==> config.mk <==
export PLATFORM = sky130hd
export DESIGN_NAME = hazard_sequencer
export DESIGN_NICKNAME = d
export VERILOG_FILES = /design/src/rtl/hazard_sequencer.sv
export SDC_FILE = /design/constraint.sdc
export NUM_CORES = 1
export LEC_CHECK = 0
export ABC_AREA = 1
export CORE_MARGIN = 1
export CORE_UTILIZATION = 28
export DETAILED_ROUTE_END_ITERATION = 8
export PLACE_DENSITY = 0.85
export SLEW_MARGIN = 20
export SYNTH_ARGS = -nofsm -noshare
export SYNTH_HDL_FRONTEND = slang
export SYNTH_SLANG_ARGS = --single-unit
==> constraint.sdc <==
create_clock -name clock -period 1.65 [get_ports clock]
set_clock_uncertainty 0.2 [all_clocks]
set_input_delay 0.33 -clock clock [delete_from_list [all_inputs] [get_ports clock]]
set_output_delay 0.33 -clock clock [all_outputs]
set_load 0.005 [all_outputs]
==> src/rtl/hazard_sequencer.sv <==
// Load-use / branch-flush / external-freeze sequencer for the IF/ID -> ID/EX boundary.
// Optional statistics counters are built only when HAZARD_SEQ_STATS_EN is defined.
module hazard_sequencer #(
  parameter int REG_AW       = 5,
  parameter int LOAD_LAT     = 1,
  parameter int FLUSH_CYCLES = 1,
  parameter int CNT_W        = 32
) (
  input  logic              clock,
  input  logic              reset,
  input  logic              id_valid,
  input  logic [REG_AW-1:0] id_rs1,
  input  logic [REG_AW-1:0] id_rs2,
  input  logic              id_use_rs1,
  input  logic              id_use_rs2,
  input  logic              ex_valid,
  input  logic [REG_AW-1:0] ex_rd,
  input  logic              ex_memread,
  input  logic              branch_taken,
  input  logic              ext_stall_req,
  output logic              pc_write,
  output logic              if_id_write,
  output logic              if_id_flush,
  output logic              id_ex_bubble,
  output logic              pipe_hold,
  output logic [1:0]        seq_state,
  output logic [CNT_W-1:0]  stall_count,
  output logic [CNT_W-1:0]  flush_count
);
  localparam int MAXC  = (LOAD_LAT > FLUSH_CYCLES) ? LOAD_LAT : FLUSH_CYCLES;
  localparam int REM_W = $clog2(MAXC + 1);

  typedef enum logic [1:0] {RUN = 2'd0, LSTALL = 2'd1, FLUSH = 2'd2, BAD = 2'd3} state_e;

  state_e           state_q, state_d;
  logic [REM_W-1:0] rem_q, rem_d;
  logic             hazard, stall_inc, flush_inc;

  assign hazard = ex_valid & ex_memread & (ex_rd != '0) & id_valid &
                  ((id_use_rs1 & (id_rs1 == ex_rd)) | (id_use_rs2 & (id_rs2 == ex_rd)));

  always_comb begin
    state_d      = state_q;
    rem_d        = rem_q;
    stall_inc    = 1'b0;
    flush_inc    = 1'b0;
    pc_write     = 1'b1;
    if_id_write  = 1'b1;
    if_id_flush  = 1'b0;
    id_ex_bubble = 1'b0;
    pipe_hold    = 1'b0;
    if (ext_stall_req) begin
      pipe_hold   = 1'b1;
      pc_write    = 1'b0;
      if_id_write = 1'b0;
    end else begin
      case (state_q)
        RUN, LSTALL, FLUSH: begin
          if (branch_taken) begin
            // A taken branch wins everywhere and (re)starts the flush window.
            if_id_flush  = 1'b1;
            id_ex_bubble = 1'b1;
            flush_inc    = 1'b1;
            if (FLUSH_CYCLES > 1) begin
              state_d = FLUSH;
              rem_d   = REM_W'(FLUSH_CYCLES - 1);
            end else begin
              state_d = RUN;
            end
          end else if (state_q == FLUSH) begin
            if_id_flush  = 1'b1;
            id_ex_bubble = 1'b1;
            flush_inc    = 1'b1;
            if (rem_q <= REM_W'(1)) state_d = RUN;
            else                    rem_d   = rem_q - REM_W'(1);
          end else if (state_q == LSTALL || hazard) begin
            pc_write     = 1'b0;
            if_id_write  = 1'b0;
            id_ex_bubble = 1'b1;
            stall_inc    = 1'b1;
            if (state_q == LSTALL) begin
              if (rem_q <= REM_W'(1)) state_d = RUN;
              else                    rem_d   = rem_q - REM_W'(1);
            end else if (LOAD_LAT > 1) begin
              state_d = LSTALL;
              rem_d   = REM_W'(LOAD_LAT - 1);
            end
          end
        end
        default: state_d = RUN;
      endcase
    end
    // Reset overrides the control outputs combinationally.
    if (!reset) begin
      pc_write     = 1'b0;
      if_id_write  = 1'b0;
      if_id_flush  = 1'b1;
      id_ex_bubble = 1'b1;
      pipe_hold    = 1'b0;
    end
  end

  always_ff @(posedge clock or negedge reset) begin
    if (!reset) begin
      state_q <= RUN;
      rem_q   <= '0;
    end else begin
      state_q <= state_d;
      rem_q   <= rem_d;
    end
  end

  assign seq_state = state_q;

`ifdef HAZARD_SEQ_STATS_EN
  logic [CNT_W-1:0] stall_cnt_q, stall_cnt_d, flush_cnt_q, flush_cnt_d;

  always_comb begin
    stall_cnt_d = stall_cnt_q;
    flush_cnt_d = flush_cnt_q;
    if (stall_inc && stall_cnt_q != '1) stall_cnt_d = stall_cnt_q + CNT_W'(1);
    if (flush_inc && flush_cnt_q != '1) flush_cnt_d = flush_cnt_q + CNT_W'(1);
  end

  always_ff @(posedge clock or negedge reset) begin
    if (!reset) begin
      stall_cnt_q <= '0;
      flush_cnt_q <= '0;
    end else begin
      stall_cnt_q <= stall_cnt_d;
      flush_cnt_q <= flush_cnt_d;
    end
  end

  assign stall_count = stall_cnt_q;
  assign flush_count = flush_cnt_q;
`else
  logic unused_inc;
  assign unused_inc  = stall_inc ^ flush_inc;
  assign stall_count = '0;
  assign flush_count = '0;
`endif
endmodule
==> run metrics <==
status=completed; synthesis warning total=0; worst-path maximum fanout=2; Crit path required time=1.12 ns; initial antenna violation count=0; DRT iter0 DRCs=7; ANT cells=0; Avg WL per Cell=6.49 µm; largest net degree at the start of global routing=5; FP Rows=18; RD Place Congestion=0.769; Placed Area=842 µm²; Hold Crit Class=input pin to output port; met2 usage=15.9%; # DRC=0; RSZ-0062 raised after global routing=true; Worst path slowest cell=buf_2; Seq/Total Area, Yosys=0%; via count=636; seq_cells=0; Die Wd=54.9 µm; die area=3010 µm²; Critical Path Max Stage Delay=0.11 ns; met1 usage=5.99%; vias per inst=3.30; post-route cell area=856 µm²; final number of hold-violating endpoints=0; GR peak layer=met2; CP startpoint=id_rs2[4]; core box area=2570 µm²; Buffers & Inverters on Critical Path=4; IO buf count=28; simple-gate area share of the yosys netlist=24.6%; Power Dens Cells=189 nW/µm²; largest cells by area after synthesis=buf_4 64%, nand2_1 16%, inv_1 6.7%; Maximum Capacitance Violations=0; initial core utilization=30.5%; Post-Syn Area=783 µm²; number of library cell types mapped by synthesis=11; GRT Util Overall=6.55%; layout cells sized above 1=21.5%; chip height=54.9 µm; Detailed Place HPWL=1140 µm; Fillers=294; final net count=189; HP Start=branch_taken; static leakage=0.592 nW; average size of a mapped cell=5.72 µm²; antenna-violating nets left=0; io pins=95; most used cell, CP=nand2_1; CP endpoint kind=output port; first-pass GRT wire length=1520 µm; commonest non-fill, non-tap cells in the layout=66 x conb_1, 28 x nand2_1, 10 x inv_1; post-CTS setup repair buffer count=0; CP Cell Sequence=buf_6 -> inv_1 -> nand2_1 -> nand2_1 -> nor2_1 -> nand3_1 -> nand2_1 -> nand3_1 -> nand2_1 -> inv_1 -> buf_2; final period utilization=98.4%; Register Area=0 µm²; critical path arrival=1.09 ns; worst hold slack=0.920 ns; Max Slew Vio Count=0; drt pass-1 iters=4; critical path class=input pin to output port; Placed Cells=193; post-synthesis xor/xnor area fraction=0%; vias in the first global route=420; Hold Buf Count CTS=0; Power Total=0.161 mW; largest family of logic cells by synthesized area=buffers and inverters; Adder-Cell Fraction of Synth Area=0%; grt ovf=0; Setup crit start kind=input pin; mux cell area share after synthesis=0%; fin crit period=1.62 ns; Synth top area share=64.2%; final cell count without fillers=193; Max Clk Rate=0.616 GHz; Worst IR Drop VDD=69.2 µV; clock buffers=0; Synth area leader=buf_4; Routed WL=1250 µm; post-synthesis compound-gate area fraction=1.60%; routing usage on met3=0%; Area Growth Syn to Fin=9.27%; delay-heaviest family, CP=simple AND/OR/NAND/NOR gates; leading cell type in the layout, fill and taps excluded=conb_1; Setup-failing EPs final=0; Mapped Cells=137
metal layers:
layer | wire [µm] | vias up
met3 | 138 | 0
met1 | 314 | 270
li1 | - | 322
met4 | 0 | 0
met5 | 0 | -
met2 | 799 | 44
repair_timing:
item / CTS / global route
endpoints found under the setup margin: 5 / 4
pin swaps: 30 / 19
gates resized for setup: 99 / 19
per-stage QoR:
step	setup slack [ns]	util [%]	TNS (ns)
after floorplan	0.169	-	0
after global placement	-0.786	32.8	-3.02
after detailed placement	-0.794	32.8	-3.05
after CTS	-0.00759	31.4	-0.0139
after global routing	-0.0858	33.3	-0.224
final	0.0263	33.3	0
cell usage after synthesis:
library cell,n
inv_2,5
o21ai_1,1
conb_1,1
buf_4,67
inv_1,14
nand2_1,33
nor2_2,1
nor2_1,8
nand3_1,5
o21bai_1,1
nand3b_1,1
area by class of cell:
type / count / area (µm²) / share of cell area, %
inverter: 19 / 78.8 / 9.21
multi-input combinational: 116 / 469 / 54.8
tap: 30 / 37.5 / 4.39
timing repair buffer: 28 / 270 / 31.6
final timing paths:
path  slack [ns]            to  cells after the start
max         0.03      pc_write                     11
min         0.92  id_ex_bubble                      4
cell families after synthesis:
logic type             count (synthesis)
AOI/OAI and AO/OA                      2
buffers and inverters                 86
other                                  1
and+or+nand+nor                       48
power breakdown:
group          internal [mW]  leakage [nW]  switching, mW
Sequential                 0             0              0
Clock                      0             0              0
Combinational         0.0728         0.592         0.0886
(Power assumes the default switching activity.)
